`config.mk`:
```
export PLATFORM = sky130hd
export DESIGN_NAME = l1_snoop_responder
export DESIGN_NICKNAME = d
export VERILOG_FILES = /design/src/rtl/l1_snoop_responder.sv
export SDC_FILE = /design/constraint.sdc
export NUM_CORES = 1
export LEC_CHECK = 0
export CORE_AREA = 2 2 109 111
export CTS_CLUSTER_SIZE = 14
export DETAILED_ROUTE_END_ITERATION = 8
export DIE_AREA = 0 0 111 113
export HOLD_SLACK_MARGIN = 0.08
export PLACE_DENSITY = 0.75
export SLEW_MARGIN = 20
export SYNTH_ARGS = -nofsm -noshare
export SYNTH_HDL_FRONTEND = slang
export SYNTH_SLANG_ARGS = --single-unit
```
`constraint.sdc`:
```
create_clock -name CLK -period 1.7 [get_ports CLK]
set_input_delay 0.34 -clock CLK [delete_from_list [all_inputs] [get_ports CLK]]
set_output_delay 0.34 -clock CLK [all_outputs]
set_load 0.02 [all_outputs]
```
`src/rtl/l1_snoop_responder.sv`:
```
// MESI snoop responder beside an L1 data cache: arbitrates for the shared tag port,
// reports the line's coherence status to the bus and applies the downgrade or invalidate.
module l1_snoop_responder #(
  parameter int ADDR_W     = 32,
  parameter int BLOCK_SIZE = 2,
  parameter int SETS       = 64
) (
  input  logic                                             CLK,
  input  logic                                             RST,
  input  logic                                             ccwait,
  input  logic                                             ccinv,
  input  logic [ADDR_W-1:0]                                ccsnoopaddr,
  output logic                                             ccsnoopdone,
  output logic                                             ccIsPresent,
  output logic                                             ccsnoophit,
  output logic                                             ccdirty,
  output logic [BLOCK_SIZE*32-1:0]                         dstore,
  input  logic                                             cache_busy,
  output logic                                             snoop_busy,
  output logic                                             tag_rd_en,
  output logic [$clog2(SETS)-1:0]                          tag_rd_idx,
  input  logic [ADDR_W-$clog2(BLOCK_SIZE)-2-$clog2(SETS)-1:0] tag_rd_tag,
  input  logic [1:0]                                       tag_rd_state,
  input  logic [BLOCK_SIZE*32-1:0]                         tag_rd_data,
  output logic                                             st_wen,
  output logic [$clog2(SETS)-1:0]                          st_idx,
  output logic [1:0]                                       st_state
);
  localparam int OFF   = $clog2(BLOCK_SIZE) + 2;
  localparam int IDX   = $clog2(SETS);
  localparam int TAG_W = ADDR_W - OFF - IDX;

  localparam logic [2:0] IDLE    = 3'd0;
  localparam logic [2:0] ARB     = 3'd1;
  localparam logic [2:0] READ    = 3'd2;
  localparam logic [2:0] COMPARE = 3'd3;
  localparam logic [2:0] RESPOND = 3'd4;
  localparam logic [2:0] UPDATE  = 3'd5;

  localparam logic [1:0] ST_I = 2'd0;
  localparam logic [1:0] ST_S = 2'd1;
  localparam logic [1:0] ST_M = 2'd3;

  logic [2:0]              state, nxt;
  logic [IDX-1:0]          idx_q;
  logic [TAG_W-1:0]        tag_q;
  logic                    inv_q;
  logic                    present_q;
  logic [1:0]              line_q;
  logic [BLOCK_SIZE*32-1:0] data_q;

  // Block-offset bits carry no information for a block-aligned snoop.
  logic unused_off;
  assign unused_off = ^ccsnoopaddr[OFF-1:0];

  always_comb begin
    nxt = state;
    case (state)
      IDLE:    if (ccwait) nxt = cache_busy ? ARB : READ;
      ARB:     if (!ccwait) nxt = IDLE;
               else if (!cache_busy) nxt = READ;
      READ:    nxt = ccwait ? COMPARE : IDLE;
      COMPARE: nxt = ccwait ? RESPOND : IDLE;
      RESPOND: if (!ccwait) nxt = present_q ? UPDATE : IDLE;
      UPDATE:  nxt = IDLE;
      default: nxt = IDLE;
    endcase
  end

  always_ff @(posedge CLK) begin
    if (RST) begin
      state     <= IDLE;
      idx_q     <= '0;
      tag_q     <= '0;
      inv_q     <= 1'b0;
      present_q <= 1'b0;
      line_q    <= ST_I;
      data_q    <= '0;
    end else begin
      state <= nxt;
      case (state)
        IDLE: if (ccwait) begin
          {tag_q, idx_q} <= ccsnoopaddr[ADDR_W-1:OFF];
          inv_q          <= ccinv;
        end
        ARB, READ, RESPOND: inv_q <= inv_q | ccinv;
        COMPARE: begin
          inv_q <= inv_q | ccinv;
          if (ccwait) begin
            present_q <= (tag_rd_state != ST_I) && (tag_rd_tag == tag_q);
            line_q    <= tag_rd_state;
            data_q    <= tag_rd_data;
          end
        end
        default: ;
      endcase
      // Every path back to IDLE leaves the responder fully quiet.
      if (nxt == IDLE && state != IDLE) begin
        idx_q     <= '0;
        tag_q     <= '0;
        inv_q     <= 1'b0;
        present_q <= 1'b0;
        line_q    <= ST_I;
        data_q    <= '0;
      end
    end
  end

  assign ccsnoopdone = (state == RESPOND);
  assign ccIsPresent = present_q;
  assign ccsnoophit  = present_q && line_q[1];
  assign ccdirty     = present_q && (line_q == ST_M);
  assign dstore      = data_q;
  assign snoop_busy  = (state != IDLE);
  assign tag_rd_en   = (state == READ);
  assign tag_rd_idx  = tag_rd_en ? idx_q : '0;
  assign st_wen      = (state == UPDATE);
  assign st_idx      = st_wen ? idx_q : '0;
  assign st_state    = (st_wen && !inv_q) ? ST_S : ST_I;
endmodule

```
==> summary.txt, run 1 <==
Status
  • Result of the run: finished, violations left
  • Violated checks: setup timing

Pwr
  • Peak supply drop: ~0.42 mV
  • Sw Pwr: about 1.1 mW
  • Static Leak: approximately 2.4 nW
  • Sw frac: between 20 and 25%
  • Sequential cell fraction of total power: 48.4%
  • Total power consumption of the routed design: between 5 and 6 mW
  • Combinational power share: 12.6%
  • Clock network fraction of total power: roughly two fifths
  • Internal power component: approximately 3.9 mW
  • Power density normalized to cell area: slightly below 800 mW/mm^2

Die
  • Die width: 111 um
  • Height of the chip: 113 um
  • Core area: between 0.01 and 0.015 mm^2
  • IO Count: around 210
  • FP Rows: 39
  • Starting density of the core: 34.41%
  • Die area: 0.01254 mm^2

Critical path
  • Worst-case register-to-register setup slack: -30 ps
  • Arrival time of data at the critical path endpoint: 2000 ps
  • Worst Path Class, Setup: flop to flop
  • Number of cells on the worst reg-to-reg path: 5
  • Type of element capturing the critical path: flop
  • Destination of the critical timing path: ccIsPresent
  • Worst endpoint required time: between 1500 and 2000 ps
  • Kind of launch point of the worst setup path: flop
  • Launch instance of the worst register-to-register path: state[1]
  • FF-to-FF End: ccIsPresent
  • CP Launch Point: state[1]
  • Largest fanout of any net on the critical path: 5

Timing
  • RSZ-0062 raised after global routing: true
  • Setup TNS after final layout: -31.77 ps
  • Final WS setup: -31.77 ps
  • Hold Worst Slack: 448.4 ps
  • Pins Over Slew Limit: 0
  • Number of setup violations in the final report: 1
  • Final period utilization: 101.9%
  • Worst Clk Skew: just under 7 ps
  • Number of hold-slack violations in the final timing report: 0
  • F_max: ~0.58 GHz
  • Final worst path period need: between 1500 and 2000 ps

Logic synthesis
  • Flip-flop and latch count after synthesis: 100
  • Avg Synthesized Cell Area: 7.789 um^2
  • Fraction of the yosys area taken by sequential cells: between 50% and 60%
  • Number of cells produced by synthesis: approximately 500
  • Net count after synthesis: 624
  • Post-synthesis instance area: around 0.0039 mm^2
  • Warnings, synthesis: 0
  • Unique cell type count in the Yosys netlist: 33

Cells and area
  • Commonest non-fill, non-tap cell in the layout: nand2_1
  • Most frequent cells in the layout: nand2_1 (192), clkdlybuf4s50_1 (186), a21oi_1 (97)
  • Number of diodes: 0
  • Synth-to-Final Area Change: 67.19%
  • Fraction of layout cells with a size suffix above 1: under 10%
  • Post-layout nets: 830

Placement
  • Estimated wirelength of the detail-placed design: ~8800 um
  • Port Buf Inserts: between 200 and 250
  • Final weighted congestion of routability-driven global placement: around 0.82

Detailed routing
  • Via density: ~4.7
  • Final routed wirelength across all metal layers: roughly 12,000 um
  • DRT antenna net count: 0
  • Detailed Route Iter0 Violations: 254
  • Via total after detailed routing: 4,028
  • Number of search-and-repair iterations in the first detailed-routing pass: 5
  • Mean routed wirelength per cell: 13.69 um
  • DRC violations left: 0

CTS
  • Clock transition at the registers of the reported paths: about 60 ps
  • Insertion delay to the later sink of the worst-skew pair: approximately 330 ps
  • CTS tree: done
  • Maximum clock insertion buffer count: 2
  • Clk sinks: 100
  • Clock H-tree levels: 3
  • TritonCTS Buffers: 9
  • Root buffer cell: clkbuf_16

Global route
  • Global routing usage summed across all routing layers: 18.27%
  • Congestion Overflow GR: 0
  • Vias in the first global route: ~4.0k
  • Maximum number of pins on one net before global-route repair: 49
  • Initial antenna violation count: 0
  • Wire length of the first global-routing pass: ~19,000 um

Job
  • Number of maximum-capacitance constraint violations: 0

Hold path
  • Class of the worst hold path: flop to flop
[worst min-delay path by stage]
stage	end	start	slack [ps]	cells past startpoint
after floorplan	state[2]	RST	410	1
after global placement	line_q[0]	line_q[0]	440	2
after detailed placement	line_q[0]	line_q[0]	440	2
after CTS	line_q[0]	line_q[0]	450	2
after global routing	line_q[0]	line_q[0]	470	2
final	line_q[0]	line_q[0]	450	2
[kinds of logic (layout without fill, tap and decap cells)]
| kind of cell | count (synthesis) | count (layout) | share of synthesized area, % |
|---|---|---|---|
| flops | 100 | 100 | 51.61 |
| compound gates | 105 | 105 | 14.10 |
| buf+inv | 36 | 244 | 3.935 |
| simple gates | 233 | 233 | 25.06 |
| xor+xnor | 23 | 23 | 5.193 |
| other cells | 1 | 1 | 0.09668 |
[registers in the layout (all words and copies together), names as in the netlist]
name / flops
line_q: 2
inv_q: 1
state: 3
tag_q: 23
dstore: 64
ccIsPresent: 1
idx_q: 6
[cells in the mapped netlist]
library cell | count | area share (%)
buf_2 | 5 | 0.65
nor2b_1 | 5 | 0.81
nor3b_1 | 1 | 0.19
buf_4 | 1 | 0.19
and2_1 | 9 | 1.5
or4_1 | 1 | 0.19
nor4_1 | 3 | 0.48
xor2_1 | 11 | 2.5
nor2_1 | 4 | 0.39
o21ai_1 | 1 | 0.13
inv_1 | 1 | 0.097
or3_1 | 1 | 0.16
conb_1 | 1 | 0.097
nand4_1 | 4 | 0.65
nand3_1 | 1 | 0.13
nor3_1 | 1 | 0.13
a21oi_1 | 97 | 13
a32oi_1 | 1 | 0.23
a2bb2oi_1 | 1 | 0.23
a211oi_1 | 2 | 0.39
o21ai_0 | 1 | 0.13
nand2_1 | 192 | 19
and3_1 | 8 | 1.3
a221o_1 | 1 | 0.26
xnor2_1 | 12 | 2.7
buf_1 | 4 | 0.39
clkbuf_1 | 24 | 2.3
nand2b_1 | 1 | 0.16
a2111oi_0 | 1 | 0.23
or2_4 | 1 | 0.23
dfxtp_1 | 100 | 52
or3b_2 | 1 | 0.23
buf_6 | 1 | 0.29
[critical path, cell delays in order (launching register included)]
cell and delay (ps):
dfxtp_4 360, buf_6 120, or2_4 240, a221o_4 420
or4_1 400, o21ai_1 120
[final cells by class]
cell class,instances,area [um^2]
clock inverter,3,40.04
fill,1041,4787
multi-input combinational,362,1758
clock buffer,10,239.0
inverter,1,3.754
tap,143,178.9
sequential,100,2009
timing repair buffer,230,2256
[through the flow]
step	instance area [um^2]	worst slack, ps	cells	utilization [%]
3_5_place_dp	6248	-300.1	836	55.43
3_3_place_gp	6248	-288.8	836	55.43
5_1_grt	6485	-78.76	849	57.53
6_report	6485	-31.77	849	57.53
4_1_cts	6469	-31.21	849	57.39
2_1_floorplan	3890	-17.67	498	-
[power groups by stage]
stage / logic, mW / registers [mW] / clock network [mW]
3_3_place_gp: 0.626 / 2.48 / 0
6_report: 0.633 / 2.43 / 1.96
5_1_grt: 0.687 / 2.44 / 2.11
4_1_cts: 0.638 / 2.43 / 2.02
3_5_place_dp: 0.634 / 2.49 / 0
2_1_floorplan: 0.228 / 2.48 / 0
[per-layer routing]
| metal | track usage [%] | up-vias | share of wire [%] |
|---|---|---|---|
| li1 | - | 2026 | - |
| met3 | 6.481 | 13 | 8.4 |
| met1 | 20.48 | 1829 | 40 |
| met4 | 6.167 | 0 | 1.4 |
| met2 | 32.43 | 160 | 50 |
| met5 | 0 | - | 0 |
[timing repair]
action	in CTS	in global routing
gates cloned	0	0
pin swaps	2	0
hold buffers	0	0
setup endpoints to repair	108	19
gates resized for setup	79	9
buffers inserted	0	0
(Power assumes the default switching activity.)
==> run 2, diff against run 1 <==
Settings changed: PLACE_DENSITY 0.75 to 0.73.
==> summary.txt, run 2 (same netlist as run 1, synthesis figures left out) <==
Global route
  • Global routing usage summed across all routing layers: 17.94% (-0.34 points)
  • Initial antenna violation count: 0 (unchanged)
  • Vias in the first global route: 3,960 (-2.2%)
  • Congestion Overflow GR: 0 (unchanged)
  • Wire length of the first global-routing pass: 18,540 um (-1.5%)
  • Maximum number of pins on one net before global-route repair: 49 (unchanged)

Status
  • Result of the run: finished, violations left
  • Violated checks: setup timing

Critical path
  • Type of element capturing the critical path: flop
  • Kind of launch point of the worst setup path: flop
  • Worst-case register-to-register setup slack: -30 ps (about the same)
  • Number of buffer and inverter stages on the critical path: 1 (unchanged)
  • FF-to-FF End: ccIsPresent
  • Chain of cells forming the critical path: buf_6, or2_4, a221o_4, or4_4, o21ai_1
  • Worst Path Class, Setup: flop to flop
  • Largest fanout of any net on the critical path: 4 (-1)
  • Critical path's slowest cell: a221o_4
  • Cell family contributing the most delay on the critical path: simple AND/OR/NAND/NOR gates
  • Crit path largest cell delay: 410 ps (about the same)
  • Worst endpoint required time: 1970 ps (about the same)
  • Arrival time of data at the critical path endpoint: 1990 ps (about the same)
  • Number of cells on the worst reg-to-reg path: 5 (unchanged)
  • Launch instance of the worst register-to-register path: state[1]

Job
  • Number of maximum-capacitance constraint violations: 0 (unchanged)

Timing
  • Worst Clk Skew: 5.937 ps (-0.8951 ps)
  • Final period utilization: 101.6% (-0.23 points)
  • F_max: 0.5788 GHz (+0.23%)
  • Final WS setup: -27.83 ps (+3.932 ps)
  • Max-slew headroom at the worst pin: about two thirds
  • Pins Over Slew Limit: 0 (unchanged)
  • RSZ-0062 raised after global routing: true
  • Number of hold-slack violations in the final timing report: 0 (unchanged)
  • Actual transition at the worst max-transition pin: about 490 ps
  • Number of setup violations in the final report: 1 (unchanged)
  • Final worst path period need: 1728 ps (-3.932 ps)

Placement
  • DP Area: 0.006228 mm^2 (-0.32%)
  • Port Buf Inserts: 206 (unchanged)
  • Placed cell count: 833 (-0.36%)
  • Post-placement worst setup slack: -286.9 ps (+13.19 ps)
  • Estimated wirelength of the detail-placed design: 8651 um (-2.0%)
  • Final weighted congestion of routability-driven global placement: 0.8223 (+0.61%)

Detailed routing
  • Mean routed wirelength per cell: 13.78 um (+0.71%)
  • Final routed wirelength across all metal layers: 11,700 um (+0.71%)
  • Via total after detailed routing: 4,035 (+0.17%)
  • Via density: 4.753 (+0.17%)
  • DRC violations left: 0 (unchanged)
  • Detailed Route Iter0 Violations: 248 (-2.4%)
  • DRT antenna net count: 0 (unchanged)
  • Number of search-and-repair iterations in the first detailed-routing pass: 4 (-1)

Cells and area
  • Synth-to-Final Area Change: 68.81%
  • Fraction of layout cells with a size suffix above 1: 9.915% (+0.57 points)
  • Max reg flops: 64 (unchanged)
  • Final non-filler cell area: 0.006548 mm^2 (+0.96%)
  • Commonest non-fill, non-tap cell in the layout: nand2_1
  • Most frequent cells in the layout: nand2_1 (192), clkdlybuf4s50_1 (186), a21oi_1 (97)
  • Number of diodes: 0 (unchanged)
  • Post-layout nets: 829 (-0.12%)
  • Fin cells: 849 (unchanged)

CTS
  • Maximum clock insertion buffer count: 2 (unchanged)
  • Number of hold buffers added after cts: 0 (unchanged)
  • TritonCTS Buffers: 9 (unchanged)
  • CTS tree: done
  • Clock transition at the registers of the reported paths: 70 ps (about the same)
  • Clk sinks: 100 (unchanged)
  • Insertion delay to the later sink of the worst-skew pair: 330 ps (about the same)
  • Root buffer cell: clkbuf_16
  • Clock H-tree levels: 3 (unchanged)

Hold path
  • Depth of the worst hold-timing path: 2 (unchanged)
  • Capture endpoint of the worst hold path: dstore[22]
  • Worst hold path startpoint: dstore[22]
  • Class of the worst hold path: flop to flop

Die
  • Die width: 111 um (unchanged)
  • IO Count: 211 (unchanged)
  • Die area: 0.01254 mm^2 (unchanged)
  • Height of the chip: 113 um (unchanged)
  • Core area: 0.01127 mm^2 (unchanged)
  • FP Rows: 39 (unchanged)
  • Starting density of the core: 34.41% (unchanged)

Pwr
  • Static Leak: 2.390 nW (+0.30%)
  • Peak supply drop: 0.4228 mV (+1.1%)
  • Power density normalized to cell area: 797.2 mW/mm^2 (+2.9%)
[run 2: cell types whose count changed in the layout (fill, tap and decap cells not counted), moves of 2 or more]
cell        change
buf_2           -2
clkinvlp_4      +2
clkinv_2        -2
buf_4           -3
buf_6           +4
[run 2: layer usage]
metal  track usage (%)  wire (um)  up-vias
li1                  -          -     2019
met4             7.000        235        0
met2             31.33       5568      169
met3             5.249        944       21
met5                 0          0        -
met1             20.83       4955     1826
[run 2: worst max path at each step]
stage / cells past startpoint / startpoint / slack [ps] / endpoint
6_report: 5 / state[1] / -30 / ccIsPresent
5_1_grt: 5 / state[1] / -70 / ccIsPresent
4_1_cts: 5 / state[1] / -80 / ccIsPresent
3_5_place_dp: 5 / ccwait / -290 / inv_q
3_3_place_gp: 5 / ccwait / -280 / ccIsPresent
2_1_floorplan: 3 / state[2] / -20 / st_state[0]
[run 2: timing repair]
| item | 4_1_cts | 5_1_grt |
|---|---|---|
| pin swaps | 1 | 3 |
| endpoints found under the hold margin | 0 | 0 |
| setup endpoints to repair | 117 | 37 |
| cloned | 0 | 0 |
| setup buffers | 1 | 1 |
| resized for setup | 76 | 20 |
[run 2: stage by stage]
| step | TNS [ps] | hold WS [ps] | power, mW | utilization (%) |
|---|---|---|---|---|
| 3_3_place_gp | -18260 | 439.4 | 3.104 | 55.26 |
| 3_5_place_dp | -21320 | 445.4 | 3.114 | 55.26 |
| 4_1_cts | -152.1 | 454.4 | 5.272 | 57.68 |
| 6_report | -27.83 | 453.1 | 5.220 | 58.09 |
| 2_1_floorplan | -23.11 | 409.1 | 2.712 | - |
| 5_1_grt | -294.5 | 466.1 | 5.425 | 58.09 |
[run 2: worst reg2reg max path: cells and delay by family, from the launching register on]
family,cells,cell delay (ps)
DFF,1,360
buffers and inverters,1,120
AOI/OAI and AO/OA,2,520
and+or+nand+nor,2,660
[run 2: where the power goes]
part / total, mW / switching, mW / internal (mW)
registers: 2.43 / 0.0362 / 2.39
logic: 0.642 / 0.250 / 0.392
clock network: 2.15 / 0.835 / 1.31
total: 5.22 / 1.12 / 4.10
[run 2: cell type report]
type	instances	area, um^2
clock buffers	10	239.0
repair buffers	229	2268
inverters	1	3.754
flip-flops and latches	100	2012
multi-input cells	362	1770
clock inverters	4	75.07
well taps	143	178.9
fillers	1045	4725
